--- src/rtl/alu_seq_pipe_if.sv ---
// Issue/writeback handshake bundle for alu_seq_pipe: operands in, result and flags out.
interface alu_seq_pipe_if #(
  parameter int WIDTH = 8
);
  logic             in_valid;
  logic             in_ready;
  logic [3:0]       op;
  logic [WIDTH-1:0] a;
  logic [WIDTH-1:0] b;
  logic             c_in;
  logic             out_valid;
  logic             out_ready;
  logic [WIDTH-1:0] y;
  logic             flag_c;
  logic             flag_z;
  logic             flag_n;
  logic             flag_v;
  logic             err;
  logic             busy;

  modport slave (
    input  in_valid, op, a, b, c_in, out_ready,
    output in_ready, out_valid, y, flag_c, flag_z, flag_n, flag_v, err, busy
  );

  modport master (
    output in_valid, op, a, b, c_in, out_ready,
    input  in_ready, out_valid, y, flag_c, flag_z, flag_n, flag_v, err, busy
  );
endinterface

--- src/rtl/alu_seq_pipe.sv ---
// One-deep registered ALU stage with valid/ready on both sides, C/Z/N/V flags,
// illegal-op error and a serial (1 bit/cycle) or barrel shifter.
module alu_seq_pipe #(
  parameter int WIDTH        = 8,
  parameter bit SHIFT_SERIAL = 1'b1
) (
  input logic           clk,
  input logic           rst_n,
  alu_seq_pipe_if.slave bus
);
  localparam int SHW = $clog2(WIDTH);

  localparam logic [3:0] OP_INC  = 4'd0;
  localparam logic [3:0] OP_ADD  = 4'd1;
  localparam logic [3:0] OP_SUB  = 4'd2;
  localparam logic [3:0] OP_DEC  = 4'd3;
  localparam logic [3:0] OP_AND  = 4'd4;
  localparam logic [3:0] OP_OR   = 4'd5;
  localparam logic [3:0] OP_XOR  = 4'd6;
  localparam logic [3:0] OP_NOT  = 4'd7;
  localparam logic [3:0] OP_SHL  = 4'd8;
  localparam logic [3:0] OP_SHR  = 4'd9;
  localparam logic [3:0] OP_SAR  = 4'd10;
  localparam logic [3:0] OP_PASS = 4'd11;

  typedef enum logic {IDLE, SHIFT} state_t;

  typedef struct packed {
    logic [WIDTH-1:0] y;
    logic             c;
    logic             z;
    logic             n;
    logic             v;
    logic             err;
  } res_t;

  state_t           state, state_nx;
  res_t             res_q, res_nx, res_imm, res_ser;
  logic             out_valid_q;
  logic [WIDTH-1:0] work, step_work;
  logic             step_c;
  logic [SHW-1:0]   cnt;
  logic [3:0]       sh_op;
  logic [SHW-1:0]   n_in;
  logic             acc, is_shift, serial_go, load, wr;

  // Single-cycle result for every opcode; the barrel path also covers n=0 shifts.
  function automatic res_t alu_imm(input logic [3:0] op, input logic [WIDTH-1:0] a,
                                   input logic [WIDTH-1:0] b, input logic cin,
                                   input logic [SHW-1:0] n);
    res_t           r;
    logic [WIDTH-1:0] bb;
    logic           ci;
    logic           arith;
    logic [WIDTH:0] s;
    logic [WIDTH:0] t;
    r     = '0;
    bb    = '0;
    ci    = cin;
    arith = 1'b0;
    t     = '0;
    case (op)
      OP_INC:  arith = 1'b1;
      OP_ADD:  begin arith = 1'b1; bb = b;  end
      OP_SUB:  begin arith = 1'b1; bb = ~b; end
      OP_DEC:  begin arith = 1'b1; bb = '1; ci = 1'b0; end
      OP_AND:  r.y = a & b;
      OP_OR:   r.y = a | b;
      OP_XOR:  r.y = a ^ b;
      OP_NOT:  r.y = ~a;
      // Extra guard bit catches the last bit shifted out as the carry.
      OP_SHL:  begin t = {1'b0, a} << n; r.y = t[WIDTH-1:0]; r.c = t[WIDTH]; end
      OP_SHR:  begin t = {a, 1'b0} >> n; r.y = t[WIDTH:1];   r.c = t[0];     end
      OP_SAR:  begin t = $signed({a, 1'b0}) >>> n; r.y = t[WIDTH:1]; r.c = t[0]; end
      OP_PASS: r.y = b;
      default: r.err = 1'b1;
    endcase
    s = {1'b0, a} + {1'b0, bb} + {{WIDTH{1'b0}}, ci};
    if (arith) begin
      r.y = s[WIDTH-1:0];
      r.c = s[WIDTH];
      r.v = (a[WIDTH-1] == bb[WIDTH-1]) && (s[WIDTH-1] != a[WIDTH-1]);
    end
    r.z = (r.y == '0);
    r.n = r.y[WIDTH-1];
    return r;
  endfunction

  assign n_in      = bus.b[SHW-1:0];
  assign is_shift  = (bus.op == OP_SHL) || (bus.op == OP_SHR) || (bus.op == OP_SAR);
  assign acc       = bus.in_valid && bus.in_ready;
  assign serial_go = SHIFT_SERIAL && is_shift && (n_in != '0);
  assign res_imm   = alu_imm(bus.op, bus.a, bus.b, bus.c_in, n_in);

  // One serial step; the final step's output is the result, so no carry register is needed.
  always_comb begin
    step_work = work >> 1;
    step_c    = work[0];
    case (sh_op)
      OP_SHL:  begin step_work = work << 1; step_c = work[WIDTH-1]; end
      OP_SAR:  step_work = {work[WIDTH-1], work[WIDTH-1:1]};
      default: ;
    endcase
    res_ser   = '0;
    res_ser.y = step_work;
    res_ser.c = step_c;
    res_ser.z = (step_work == '0);
    res_ser.n = step_work[WIDTH-1];
  end

  always_ff @(posedge clk or negedge rst_n) begin
    if (!rst_n) state <= IDLE;
    else        state <= state_nx;
  end

  always_comb begin
    state_nx = state;
    load     = 1'b0;
    wr       = 1'b0;
    res_nx   = res_imm;
    case (state)
      IDLE: begin
        if (acc) begin
          if (serial_go) begin
            load     = 1'b1;
            state_nx = SHIFT;
          end else begin
            wr = 1'b1;
          end
        end
      end
      SHIFT: begin
        if (cnt == SHW'(1)) begin
          wr       = 1'b1;
          res_nx   = res_ser;
          state_nx = IDLE;
        end
      end
      default: state_nx = IDLE;
    endcase
  end

  always_ff @(posedge clk or negedge rst_n) begin
    if (!rst_n) begin
      res_q       <= '0;
      out_valid_q <= 1'b0;
      work        <= '0;
      cnt         <= '0;
      sh_op       <= '0;
    end else begin
      if (load) begin
        work  <= bus.a;
        cnt   <= n_in;
        sh_op <= bus.op;
      end else if (state == SHIFT) begin
        work <= step_work;
        cnt  <= cnt - SHW'(1);
      end
      // A new result overwrites a draining one in the same edge, keeping 1 op/cycle.
      if (wr) begin
        res_q       <= res_nx;
        out_valid_q <= 1'b1;
      end else if (bus.out_ready) begin
        out_valid_q <= 1'b0;
      end
    end
  end

  assign bus.in_ready  = rst_n && (state == IDLE) && (!out_valid_q || bus.out_ready);
  assign bus.out_valid = out_valid_q;
  assign bus.busy      = (state == SHIFT);
  assign bus.y         = res_q.y;
  assign bus.flag_c    = res_q.c;
  assign bus.flag_z    = res_q.z;
  assign bus.flag_n    = res_q.n;
  assign bus.flag_v    = res_q.v;
  assign bus.err       = res_q.err;
endmodule

--- src/flat_wrapper.sv ---
// flat-port wrapper written by rule: the top's interface ports become plain ports
module alu_seq_pipe_flat 
#(
  parameter int WIDTH        = 8,
  parameter bit SHIFT_SERIAL = 1'b1
)
  (clk, rst_n, bus_in_valid, bus_op, bus_a, bus_b, bus_c_in, bus_out_ready, bus_in_ready, bus_out_valid, bus_y, bus_flag_c, bus_flag_z, bus_flag_n, bus_flag_v, bus_err, bus_busy);
  alu_seq_pipe_if #(.WIDTH(WIDTH)) bus_i ();
  input logic clk;
  input logic rst_n;
  input wire logic [$bits(bus_i.in_valid)-1:0] bus_in_valid;
  input wire logic [$bits(bus_i.op)-1:0] bus_op;
  input wire logic [$bits(bus_i.a)-1:0] bus_a;
  input wire logic [$bits(bus_i.b)-1:0] bus_b;
  input wire logic [$bits(bus_i.c_in)-1:0] bus_c_in;
  input wire logic [$bits(bus_i.out_ready)-1:0] bus_out_ready;
  output wire logic [$bits(bus_i.in_ready)-1:0] bus_in_ready;
  output wire logic [$bits(bus_i.out_valid)-1:0] bus_out_valid;
  output wire logic [$bits(bus_i.y)-1:0] bus_y;
  output wire logic [$bits(bus_i.flag_c)-1:0] bus_flag_c;
  output wire logic [$bits(bus_i.flag_z)-1:0] bus_flag_z;
  output wire logic [$bits(bus_i.flag_n)-1:0] bus_flag_n;
  output wire logic [$bits(bus_i.flag_v)-1:0] bus_flag_v;
  output wire logic [$bits(bus_i.err)-1:0] bus_err;
  output wire logic [$bits(bus_i.busy)-1:0] bus_busy;
  assign bus_i.in_valid = bus_in_valid;
  assign bus_i.op = bus_op;
  assign bus_i.a = bus_a;
  assign bus_i.b = bus_b;
  assign bus_i.c_in = bus_c_in;
  assign bus_i.out_ready = bus_out_ready;
  assign bus_in_ready = bus_i.in_ready;
  assign bus_out_valid = bus_i.out_valid;
  assign bus_y = bus_i.y;
  assign bus_flag_c = bus_i.flag_c;
  assign bus_flag_z = bus_i.flag_z;
  assign bus_flag_n = bus_i.flag_n;
  assign bus_flag_v = bus_i.flag_v;
  assign bus_err = bus_i.err;
  assign bus_busy = bus_i.busy;
  alu_seq_pipe #(.WIDTH(WIDTH), .SHIFT_SERIAL(SHIFT_SERIAL)) u_core (.clk(clk), .rst_n(rst_n), .bus(bus_i));
endmodule
--- config.mk ---
export PLATFORM = sky130hd
export DESIGN_NAME = alu_seq_pipe_flat
export DESIGN_NICKNAME = d
export VERILOG_FILES = /design/src/rtl/alu_seq_pipe_if.sv /design/src/rtl/alu_seq_pipe.sv /design/src/flat_wrapper.sv
export SDC_FILE = /design/constraint.sdc
export NUM_CORES = 1
export LEC_CHECK = 0
export BUFFER_PORTS_ARGS = -buffer_cell sky130_fd_sc_hd__buf_4
export CORE_MARGIN = 4
export CORE_UTILIZATION = 35
export CTS_BUF_LIST = sky130_fd_sc_hd__clkbuf_4 sky130_fd_sc_hd__clkbuf_8
export CTS_CLUSTER_DIAMETER = 50
export DETAILED_ROUTE_END_ITERATION = 8
export MAX_ROUTING_LAYER = met4
export PLACE_DENSITY = 0.65
export SLEW_MARGIN = 20
export SYNTH_ARGS = -nofsm -noshare
export SYNTH_HDL_FRONTEND = slang
export SYNTH_SLANG_ARGS = --single-unit
--- constraint.sdc ---
create_clock -name clk -period 1.98 [get_ports clk]
set_input_delay 0.198 -clock clk [delete_from_list [all_inputs] [get_ports clk]]
set_output_delay 0.198 -clock clk [all_outputs]
set_load 0.1 [all_outputs]
==> results.ini <==
[sta]
worst_pin_slew_ns = 0.467
fmax_mhz = 438
fin_crit_sh_pct = 115
fin_crit_ns = 2.29
finalMaxSlewViolations = 0
setup_slack_ns = -0.305
clock_skew_ns = 0.00381
hold_viol_final = 0
setup_viol = 10
rsz0062_at_grt = yes
slew_headroom_pct = 68.1

[die]
num_rows = 35
die_area_um2 = 11200
io_pins = 41
die_h_um = 106
die_w_um = 106
core_um2 = 9280
initial_core_util_pct = 36.2

[grt]
grt_pass1_vias = 3534
grt_pass1_wl_mm = 18.2
overflow = 0
grt.total_usage_pct = 20.3
grt_max_degree = 32
antenna_found_initial = 0

[run_status]
status = finished, violations left
violations = setup timing

[placed_design]
place_area_um2 = 4460
place.gp.congestion = 0.981
dp.cells = 627
port_buffers = 40
hpwl_mm = 8.68

[route]
drt-vias-per-instance = 5.62
drt_iter0_drc = 254
wl_mm = 11.2
wire_per_inst_um = 17.5
dr_total_vias = 3604
ant_nets = 0
drtPass1Iterations = 5
drc_errors = 0

[power]
p_int_mw = 2.11
p_leak_nw = 2.21
vdd_ir_drop_max_uv = 669
seq_power_share_pct = 23.3
switching_share_pct = 52.3
powerDensity_nw_per_um2 = 934
comb_power_share_pct = 64.7
p_switching_mw = 2.32
power_frac_clock_pct = 12.1

[critical_path]
critical_path_arrival_ns = 2.45
required_ns = 2.14
r2r-start = u_core.cnt[0]$_DFFE_PN0P_
critPathLaunchType = input pin
timing.critical_path.buf_inv = 2
worstPathCellList = buf_6, or2_4, o21a_1, fa_2, inv_2, fa_2, nand2b_4, a21oi_4, and3_4, o21ai_2, nand4_1, a221o_1
worst-setup-path-type = input pin to register
cp_top_family = simple AND/OR/NAND/NOR gates
crit_path_top_delay_cell = fa_2
critical_path.max_stage_delay_ns = 0.40
critPathMostFrequentCell = fa_2
crit_start = bus_op[3]
r2r_setup_slack_ns = 0.07
cp_max_fo = 4
end_kind = register

[finish]
drive_above_1_share_pct = 39.8
utilization_pct = 51.1
instances_no_fill = 641
final_common_cell = buf_4
final_area_um2 = 4740
final_nets = 564
diodes = 0
area_growth_syn_to_layout_pct = 41.2
nFillCells = 871
mostFrequentLayoutCells = 129 x buf_4, 36 x nor2_1, 35 x nand2_1

[clocking]
clock_path_buffers = 2
cts.sinks = 29
htreeDepth = 2
path_clk_slew_ns = 0.06
clkLatencyLatePin_ns = 0.28
tritoncts = yes
ctsRootBufferMaster = clkbuf_8
cts_buffers = 5

[synthesis]
async_flop_share_pct = 100
synth_area_um2 = 3360
avgSynthCellArea_um2 = 8.37
synth_enable_flop_cells = 0
ys_ff_latch = 29
yosysSeqAreaShare_pct = 21.6
synth_warnings = 0
ys_types = 60
synthCells = 401
synth_ff_type = dfrtp_1
syn_nets = 454

[hold_path]
worstHoldStart = bus_a[6]
min_path_type = input pin to register

[job]
drv_cap = 0

power by group through the flow:
stage | Sequential, mW | Combinational [mW] | Clock [mW]
2_1_floorplan | 1.85 | 1.18 | 0
3_3_place_gp | 1.03 | 2.74 | 0
3_5_place_dp | 1.03 | 2.78 | 0
4_1_cts | 1.03 | 2.83 | 0.545
5_1_grt | 1.06 | 3.02 | 0.572
6_report | 1.03 | 2.86 | 0.535
metrics by stage:
step	setup TNS, ns	power (mW)	hold WS [ns]	setup WS [ns]
2_1_floorplan	-17.14	3.04	-0.0976	-0.670
3_5_place_dp	-6.25	3.81	0.244	-0.699
5_1_grt	-2.43	4.65	0.316	-0.373
4_1_cts	-1.56	4.40	0.304	-0.269
6_report	-1.66	4.43	0.307	-0.305
3_3_place_gp	-5.87	3.77	0.246	-0.622
path summary, 6_finish.rpt:
path,to,depth (start not counted)
min in group asynchronous,u_core.bus.y[7]$_DFFE_PN0P_,3
max,u_core.bus.y[6]$_DFFE_PN0P_,12
max reg2reg,u_core.bus.flag_z$_DFFE_PN0P_,8
min reg2reg,u_core.sh_op[3]$_DFFE_PN0P_,1
min,u_core.work[6]$_DFFE_PN0P_,3
max in group asynchronous,u_core.bus.out_valid$_DFFE_PN0P_,3
tightest hold or removal path, cell delays in order:
cell	delay (ns)
buf_4	0.16
a22oi_1	0.10
o21ai_1	0.08
cells by family (layout without fill, tap and decap cells):
group,after synthesis,in the layout,synth area share (%)
DFF,29,29,21.6
AOI/OAI and AO/OA,108,108,22.9
and+or+nand+nor,125,125,17.4
adders and majority gates,28,28,10.9
xor gates and xnor gates,4,4,1.04
buffers and inverters,61,172,7.82
muxes,46,46,18.4
cell type report:
cell class	count	area [um^2]	area share, %
multi-input combinational	311	2570	54.2
timing repair buffer	136	1070	22.6
sequential	29	731	15.4
tap	129	161	3.40
inverter	28	105	2.22
clock buffer	7	96.3	2.03
clock inverter	1	5.00	0.106
cell usage after synthesis (8+ instances only):
library cell	n	area [um^2]
a22oi_1	11	82.6
a21oi_1	18	90.1
nor3_1	10	50.1
nor2_1	39	146
mux2i_1	29	290
inv_1	28	105
dfrtp_1	29	726
clkbuf_1	17	63.8
o21ai_0	24	120
nand3_1	8	40.0
buf_2	12	60.1
nand2_1	37	139
a221o_1	8	80.1
nor2b_1	8	50.1
ha_1	26	325
mux4_2	8	180
metal layers:
layer  up-vias  part of all wire (%)  track usage [%]  wire, um
li1       1696                     -                -         -
met2       122                    49             33.5      5440
met3        15                   5.5             2.79       614
met5         -                     0                -         0
met1      1771                    45             27.2      4990
met4         0                   1.4             3.70       157
flip-flops by register name, indices dropped and copies added (netlist names):
register and count:
u_core.bus.flag_c 1, u_core.bus.flag_z 1, u_core.sh_op 4, u_core.bus.flag_v 1
u_core.bus.busy 1, u_core.bus.err 1, u_core.bus.out_valid 1, u_core.work 8
u_core.bus.y 8, u_core.cnt 3
repair_timing:
| action | 4_1_cts | 5_1_grt |
|---|---|---|
| hold buffers | 1 | 0 |
| hold endpoints to repair | 29 | 0 |
| resized for setup | 21 | 15 |
| pin swaps | 15 | 21 |
| setup buffers | 3 | 3 |
| endpoints found under the setup margin | 11 | 11 |
Power figures use the tool's default switching activity.
